File: src/rtl/l2_port_scheduler_pkg.sv
// Shared types for the L2 port scheduler: LC-3b word/line types and the arbiter state.
package l2_port_scheduler_pkg;

  typedef logic [15:0]  lc3b_word;
  typedef logic [127:0] lc3b_mem_data;

  typedef enum logic [1:0] {
    IDLE,
    BUSY_I,
    BUSY_D
  } l2_sched_state_t;

endpackage

File: src/rtl/l2_sched_control.sv
// Arbitration FSM for the shared L2 port: picks I or D in IDLE, holds the owner until
// l2_mem_resp, and bounds I-cache starvation with a saturating grant counter.
module l2_sched_control
  import l2_port_scheduler_pkg::*;
#(
  parameter int unsigned STARVE_LIMIT = 4
) (
  input  logic            clk,
  input  logic            reset_n,
  input  logic            i_pmem_read,
  input  logic            d_pmem_read,
  input  logic            d_pmem_write,
  input  logic            l2_mem_resp,
  output logic            load_i,
  output logic            load_d,
  output logic            clear,
  output logic            i_pmem_resp,
  output logic            d_pmem_resp,
  output l2_sched_state_t state
);

  localparam int unsigned CNT_W = $clog2(STARVE_LIMIT + 1);
  localparam logic [CNT_W-1:0] STARVE_MAX = CNT_W'(STARVE_LIMIT);

  l2_sched_state_t  state_q, state_d;
  logic [CNT_W-1:0] starve_cnt_q, starve_cnt_d;
  logic             d_req;
  logic             force_i;

  assign d_req   = d_pmem_read | d_pmem_write;
  assign force_i = i_pmem_read && (starve_cnt_q == STARVE_MAX);
  assign state   = state_q;

  // Next-state, grant and response decode.
  always_comb begin
    state_d      = state_q;
    starve_cnt_d = starve_cnt_q;
    load_i       = 1'b0;
    load_d       = 1'b0;
    clear        = 1'b0;
    i_pmem_resp  = 1'b0;
    d_pmem_resp  = 1'b0;
    unique case (state_q)
      IDLE: begin
        if (force_i || (i_pmem_read && !d_req)) begin
          load_i       = 1'b1;
          state_d      = BUSY_I;
          starve_cnt_d = '0;
        end else if (d_req) begin
          load_d  = 1'b1;
          state_d = BUSY_D;
          if (i_pmem_read && (starve_cnt_q != STARVE_MAX)) begin
            starve_cnt_d = starve_cnt_q + 1'b1;
          end
        end
        // No I-cache demand means nobody is being starved.
        if (!i_pmem_read) begin
          starve_cnt_d = '0;
        end
      end
      BUSY_I: begin
        if (l2_mem_resp) begin
          i_pmem_resp = 1'b1;
          clear       = 1'b1;
          state_d     = IDLE;
        end
      end
      BUSY_D: begin
        if (l2_mem_resp) begin
          d_pmem_resp = 1'b1;
          clear       = 1'b1;
          state_d     = IDLE;
        end
      end
      default: state_d = IDLE;
    endcase
  end

  // State and starvation counter registers.
  always_ff @(posedge clk or negedge reset_n) begin
    if (!reset_n) begin
      state_q      <= IDLE;
      starve_cnt_q <= '0;
    end else begin
      state_q      <= state_d;
      starve_cnt_q <= starve_cnt_d;
    end
  end

endmodule

File: src/rtl/l2_port_scheduler.sv
// Shares the single L2 port between the I-cache and D-cache miss paths. L2 request,
// address and write data come straight from registers loaded at grant time.
// Optional build macro L2_SCHED_PERF_EN adds saturating grant/conflict counters.
module l2_port_scheduler
  import l2_port_scheduler_pkg::*;
#(
  parameter int unsigned STARVE_LIMIT = 4
`ifdef L2_SCHED_PERF_EN
  ,
  parameter int unsigned PERF_W = 16
`endif
) (
  input  logic         clk,
  input  logic         reset_n,
  input  logic         i_pmem_read,
  input  lc3b_word     i_pmem_address,
  input  logic         d_pmem_read,
  input  logic         d_pmem_write,
  input  lc3b_word     d_pmem_address,
  input  lc3b_mem_data d_pmem_wdata,
  input  logic         l2_mem_resp,
  input  lc3b_mem_data l2_mem_rdata,
  output logic         i_pmem_resp,
  output logic         d_pmem_resp,
  output lc3b_mem_data i_pmem_rdata,
  output lc3b_mem_data d_pmem_rdata,
  output logic         l2_mem_read,
  output logic         l2_mem_write,
  output lc3b_word     l2_mem_address,
  output lc3b_mem_data l2_mem_wdata
`ifdef L2_SCHED_PERF_EN
  ,
  output logic [PERF_W-1:0] perf_i_grants,
  output logic [PERF_W-1:0] perf_d_grants,
  output logic [PERF_W-1:0] perf_conflicts
`endif
);

  logic            load_i;
  logic            load_d;
  logic            clear;
  l2_sched_state_t state;

  l2_sched_control #(
    .STARVE_LIMIT(STARVE_LIMIT)
  ) u_control (
    .clk         (clk),
    .reset_n     (reset_n),
    .i_pmem_read (i_pmem_read),
    .d_pmem_read (d_pmem_read),
    .d_pmem_write(d_pmem_write),
    .l2_mem_resp (l2_mem_resp),
    .load_i      (load_i),
    .load_d      (load_d),
    .clear       (clear),
    .i_pmem_resp (i_pmem_resp),
    .d_pmem_resp (d_pmem_resp),
    .state       (state)
  );

  assign i_pmem_rdata = l2_mem_rdata;
  assign d_pmem_rdata = l2_mem_rdata;

  // L2 request registers: loaded from the winner in IDLE, strobes cleared on completion.
  // A D request with both read and write set issues the writeback first.
  always_ff @(posedge clk or negedge reset_n) begin
    if (!reset_n) begin
      l2_mem_read    <= 1'b0;
      l2_mem_write   <= 1'b0;
      l2_mem_address <= '0;
      l2_mem_wdata   <= '0;
    end else if (state == IDLE) begin
      if (load_i) begin
        l2_mem_read    <= 1'b1;
        l2_mem_write   <= 1'b0;
        l2_mem_address <= i_pmem_address;
      end else if (load_d) begin
        l2_mem_read    <= ~d_pmem_write;
        l2_mem_write   <= d_pmem_write;
        l2_mem_address <= d_pmem_address;
        l2_mem_wdata   <= d_pmem_wdata;
      end
    end else if (clear) begin
      l2_mem_read  <= 1'b0;
      l2_mem_write <= 1'b0;
    end
  end

`ifdef L2_SCHED_PERF_EN
  logic conflict;

  assign conflict = (load_i | load_d) && i_pmem_read && (d_pmem_read | d_pmem_write);

  // Saturating performance counters.
  always_ff @(posedge clk or negedge reset_n) begin
    if (!reset_n) begin
      perf_i_grants  <= '0;
      perf_d_grants  <= '0;
      perf_conflicts <= '0;
    end else begin
      if (load_i && (perf_i_grants != '1)) begin
        perf_i_grants <= perf_i_grants + 1'b1;
      end
      if (load_d && (perf_d_grants != '1)) begin
        perf_d_grants <= perf_d_grants + 1'b1;
      end
      if (conflict && (perf_conflicts != '1)) begin
        perf_conflicts <= perf_conflicts + 1'b1;
      end
    end
  end
`endif

endmodule

File: config.mk
export PLATFORM = sky130hd
export DESIGN_NAME = l2_port_scheduler
export DESIGN_NICKNAME = d
export VERILOG_FILES = /design/src/rtl/l2_port_scheduler_pkg.sv /design/src/rtl/l2_sched_control.sv /design/src/rtl/l2_port_scheduler.sv
export SDC_FILE = /design/constraint.sdc
export NUM_CORES = 1
export LEC_CHECK = 0
export BUFFER_PORTS_ARGS = -buffer_cell sky130_fd_sc_hd__buf_2
export CAP_MARGIN = 20
export CORE_AREA = 8 8 266 268
export CTS_CLUSTER_SIZE = 14
export DETAILED_ROUTE_END_ITERATION = 8
export DIE_AREA = 0 0 274 276
export PLACE_DENSITY = 0.32
export REMOVE_ABC_BUFFERS = 1
export SETUP_SLACK_MARGIN = 0.02
export SLEW_MARGIN = 20
export SYNTH_ARGS = -nofsm -noshare
export SYNTH_HDL_FRONTEND = slang
export SYNTH_SLANG_ARGS = --single-unit
export TNS_END_PERCENT = 10
File: constraint.sdc
create_clock -name clk -period 1.9 [get_ports clk]
set_input_delay 0.19 -clock clk [delete_from_list [all_inputs] [get_ports clk]]
set_output_delay 0.19 -clock clk [all_outputs]
set_load 0.005 [all_outputs]
=== After elaboration in Yosys (flattened, before gate mapping) ===
Cells that the tools add are included.

* Flip-flop bits (word level): 151
* Latch bits: 0
* Memory bits (writable): 0
* ROM bits: 0
* Output and inout bits: 404
* Memories: 0

* $add $sub $neg: 1
* Multiply operators: 0
* Div/mod/pow operators: 0
* Order comparisons: 0
* Equality and inequality tests: 9
* Shifts and indexed selects: 0
* Multiplexer cells: 26
* Bitwise logic cells: 3
* Reductions and logical operators: 14

{| class="wikitable"
|+ Operators by type and width
! operator !! count
|-
| 16-bit two-way mux || 2
|-
| 1-bit two-way mux || 16
|-
| 3-bit two-way mux || 4
|-
| 3-bit by 1-bit inequality test with 1-bit output, second input constant || 3
|-
| 2-bit two-way mux || 3
|-
| 3-bit inequality test, second input constant || 2
|-
| 2-bit AND reduction || 3
|-
| 3-bit AND reduction || 2
|-
| 2-bit one-hot mux with 2 select lines || 1
|-
| 2-bit nonzero test || 2
|-
| 3-bit by 1-bit adder with 3-bit output, second input constant || 1
|-
| 3-bit equality test, second input constant || 1
|-
| 1-bit logical AND || 3
|-
| 2-bit by 1-bit equality test with 1-bit output, second input constant || 1
|-
| 2-bit equality test, second input constant || 1
|-
| 2-bit zero test || 1
|-
| 2-bit by 1-bit inequality test with 1-bit output, second input constant || 1
|-
| 1-bit NOT || 2
|-
| 2-bit OR reduction || 1
|-
| 1-bit zero test || 1
|-
| 1-bit logical OR || 1
|-
| 1-bit bitwise OR || 1
|}

=== Depth between registers and ports, before layout ===
* Depth after elaboration: 9
* Depth in mapped cells: 7

=== Cells and area by module ===
A second synthesis with hierarchy kept.

* Cell total of the unflattened synthesis: 630
* Area, all modules: 8050.2 um^2

{| class="wikitable"
|+ Modules (own cells, without submodules)
! module !! instances !! cells each !! area each (um^2) !! sequential area each (um^2)
|-
| l2_port_scheduler || 1 || 590 || 7674.9 || 3653.5
|-
| l2_sched_control || 1 || 40 || 375.4 || 125.1
|}

=== Worst setup path after synthesis ===
OpenSTA, ideal clock, no wires.

* Path kind: reg2reg
* From: reg u_control.state_q[0] (netlist: u_control.state[0])
* To: reg l2_mem_wdata[0]
* Library setup time: 0.125 ns
* Data arrival time: 1.512 ns
* Data required time: 1.775 ns
* Path slack: 0.263 ns
* Cell stages (with the launch flop): 8
* Path buffers: 2
* Cells stage by stage: dfrtp_1 -> inv_1 -> ha_1 -> o21ai_2 -> a31oi_4 -> buf_12 -> buf_12 -> mux2_4

* Word-level cells in the longest chain between the ends: 4
* Elaborated cells between the ends (all ways): 5
* Classes of those cells: mux (2); bitwise (1); reduce/logical (2)

{| class="wikitable"
|+ RTL lines
! item !! line !! source
|-
| start, declared || l2_sched_control.sv:25 || <nowiki>l2_sched_state_t state_q, state_d;</nowiki>
|-
| start signal, assigned || l2_sched_control.sv:85 || <nowiki>state_q <= state_d;</nowiki>
|-
| 2-bit zero test * || l2_sched_control.sv:43, l2_port_scheduler.sv:72 ||
|-
| 1-bit two-way mux || l2_sched_control.sv:43 || <nowiki>unique case (state_q)</nowiki>
|-
| 1-bit NOT (no source line) || - ||
|-
| 3-bit AND reduction (no source line) * || - ||
|-
| end signal, assigned || l2_port_scheduler.sv:81 || <nowiki>l2_mem_wdata <= d_pmem_wdata;</nowiki>
|-
| end, declared || l2_port_scheduler.sv:30 || <nowiki>output lc3b_mem_data l2_mem_wdata</nowiki>
|}

Mark *: on every way between the ends. The rest lies on a longest branch, timed or not.
A chain may end at the register's enable or synchronous reset.

=== Final worst setup path ===
* From: reg u_control.state_q[1] (netlist: u_control.state[1])
* To: reg l2_mem_wdata[113]

The elaborated chain is that of the path after synthesis.

==> results.ini <==
[timing]
period_minus_slack_ns=1.806
slew_violations=0
setup_viol=0
rsz0062_at_grt=true
whs_ns=0.05925
worst_pin_slew_ns=0.7153
max_freq_ghz=0.5536
hold_viol_final=0
skew_ns=0.01835
setup_tns_ns=0
relSlewSlack_pct=52.31
finalCritPeriodShare_pct=95.07

[final_layout]
design_area_sq_um=11490
nFillCells=7424
nets=1196
syn_to_final_growth_pct=34.59
regArea_sq_um=3779
multi_input_area_sq_um=2509
antennaDiodeCount=0
stdcell_count=1783
drive_above_1_share_pct=53.74

[placement]
dpl_cell_area_sq_um=9316
hpwl_um=71750
port_buffers=313
dp_cells=1594
place_congestion=0.8226

[critical_path]
critPathRequiredTime_ns=2.27
worstPathMaxFanout=15
crit_path_end_kind=flip-flop
path_depth=7
crit_type=reg -> reg
r2r_slack_ns=0.09
crit_family=buffers and inverters
arrival_ns=2.18
cpMaxStageDelayCell=dfrtp_1
path_buf_inv=3
path_cells=inv_1 -> ha_1 -> o21ai_2 -> a31oi_4 -> buf_12 -> buf_12 -> mux2_4
cpMostUsedCell=buf_12
startpoint_type=flip-flop
cpPeakStageDelay_ns=0.39
reg2regPathDepth=7

[drt]
ant_nets=0
wirelength_um=80990
wl_per_cell_um=45.42
viasPerCell=3.517
via_count=6270
drtPass1Iterations=4
drtIter0Drc=367
drc=0

[clock_network]
cts_buffers=17
cts.reportedPaths.clkPinSlew_ns=0.07
clock-sinks=151
clk-insertion-delay-late_ns=0.49
h-tree-depth=4
clock-root-buffer=clkbuf_16
cts_tree=done
cts_buffer_depth=2

[global_routing]
grt_pass1_wl_um=97280
grt_max_degree=67
track_usage_pct=20.81
overflow=0
grt_pass1_vias=6772
antenna_found_initial=6

[synth]
synth-async-reset-ratio_pct=100.0
synth_top_area_share_pct=44.27
synth_area_leaders=dfrtp_1 44%, buf_4 23%, mux2_4 18%, mux2_1 2.6%, buf_12 2.6%
synth.top_cells.by_count=258 x buf_4, 151 x dfrtp_1, 100 x mux2_4, 20 x mux2_1, 19 x nand2_1
synth_area_per_cell_sq_um=12.84
synth_area_sq_um=8536
synthCells=665
synth_most_common_cell=buf_4
yosys_warnings=0
synth_area_leader_cell=dfrtp_1
synth_edf_count=0
synth_top_flop_cell=dfrtp_1
synth.distinct_cells=33
ys_seq_elements=151
ys_seq_area_share_pct=44.27

[power_and_ir_drop]
peakVddDrop_uv=610.7
p_leak_nw=5.294
p_per_area_nw_per_um2=1578
total_power_mw=18.13

[floorplanning]
core-area_sq_um=66560
die-area_sq_um=75620
die_h_um=276
start_util_pct=12.82
dieWidth_um=274
rows=95
io_pins=698

[hold_path]
hold_depth=3
hp-class=in -> reg

[outcome]
status=completed

[flow_run]
maxCapViolCount=0

## per-stage QoR
step | setup slack (ns) | util, %
2_1_floorplan | -2.830 | -
3_3_place_gp | 0.04298 | 14.00
3_5_place_dp | 0.01943 | 14.00
4_1_cts | 0.05824 | 17.22
5_1_grt | 0.01556 | 17.26
6_report | 0.09360 | 17.26
## layout make-up
cell class | instances | area share [%]
clock inverters | 13 | 1.459
flip-flops and latches | 151 | 32.89
well taps | 873 | 9.508
multi-input cells | 226 | 21.84
clock buffers | 19 | 3.768
inverters | 5 | 0.1634
repair buffers | 496 | 30.37
## worst register-to-register path, delay by kind of cell (launching register included)
| kind | cells | cell delay (ns) |
|---|---|---|
| DFF | 1 | 0.39 |
| AOI/OAI and AO/OA | 2 | 0.30 |
| adders and majority gates | 1 | 0.18 |
| buffers and inverters | 3 | 0.51 |
| muxes | 1 | 0.33 |
## power breakdown
group	total [mW]	switching [mW]	leakage [nW]	internal (mW)
logic	8.55	3.99	3.22	4.56
clock network	3.68	1.60	0.289	2.08
registers	5.90	1.04	1.78	4.87
total	18.1	6.63	5.29	11.5
## layer usage
metal	GRT usage [%]	up-vias	routed length, um
met1	14.93	2933	21500
met4	5.526	25	1884
met3	25.55	75	20230
met2	32.27	803	36080
met5	14.86	-	1293
li1	-	2434	-
## flip-flops by register name, indices dropped and copies added, names as in the netlist
name                    cells
l2_mem_write                1
u_control.starve_cnt_q      3
l2_mem_read                 1
u_control.state             2
l2_mem_address             16
l2_mem_wdata              128
## final timing paths
| check | startpoint | to |
|---|---|---|
| worst max-delay path | u_control.state[1]$_DFFE_PN0P_ | l2_mem_wdata[113]$_DFFE_PN0P_ |
| worst min-delay path | d_pmem_address[5] | l2_mem_address[5]$_DFFE_PN0P_ |
| worst max register to register | u_control.state[1]$_DFFE_PN0P_ | l2_mem_wdata[113]$_DFFE_PN0P_ |
| worst min register to register | l2_mem_address[8]$_DFFE_PN0P_ | l2_mem_address[8]$_DFFE_PN0P_ |
| max in group asynchronous | reset_n | l2_mem_wdata[90]$_DFFE_PN0P_ |
| min in group asynchronous | reset_n | l2_mem_wdata[58]$_DFFE_PN0P_ |
## cell usage in the layout, fill, tap and decap left out, drive strengths merged
master | synthesis | layout
buf | 279 | 344
dlygate4sd3 | 0 | 152
dfrtp | 151 | 151
mux2 | 129 | 129
nand2 | 19 | 19
clkbuf | 4 | 19
a21oi | 18 | 18
o31ai | 17 | 17
nor3b | 16 | 16
inv | 5 | 10
ha | 5 | 5
o21ai | 4 | 4
and2 | 3 | 3
bufinv | 0 | 3
clkinv | 0 | 3
nand4 | 2 | 2
mux2i | 2 | 2
clkinvlp | 0 | 2
a31oi | 1 | 1
o2bb2ai | 1 | 1
a2bb2oi | 1 | 1
nor3 | 1 | 1
nor2b | 1 | 1
a21boi | 1 | 1
nand3b | 1 | 1
nand3 | 1 | 1
and3 | 1 | 1
a31o | 1 | 1
a32o | 1 | 1
## what timing repair did
action,4_1_cts,5_1_grt
hold endpoints to repair,292,0
endpoints found under the setup margin,1,14
buffers inserted,3,2
hold buffers,152,0
gates resized for setup,0,1
## cells by family after synthesis
| group | Yosys count | share of synthesized area (%) |
|---|---|---|
| buffers and inverters | 288 | 26.56 |
| adder cells (fa/ha/maj) | 5 | 0.7329 |
| AND/OR/NAND/NOR | 45 | 2.961 |
| AO/OA/AOI/OAI | 45 | 3.826 |
| multiplexers | 131 | 21.65 |
| flip-flops | 151 | 44.27 |
No activity file was read; power rests on OpenSTA's default activity.
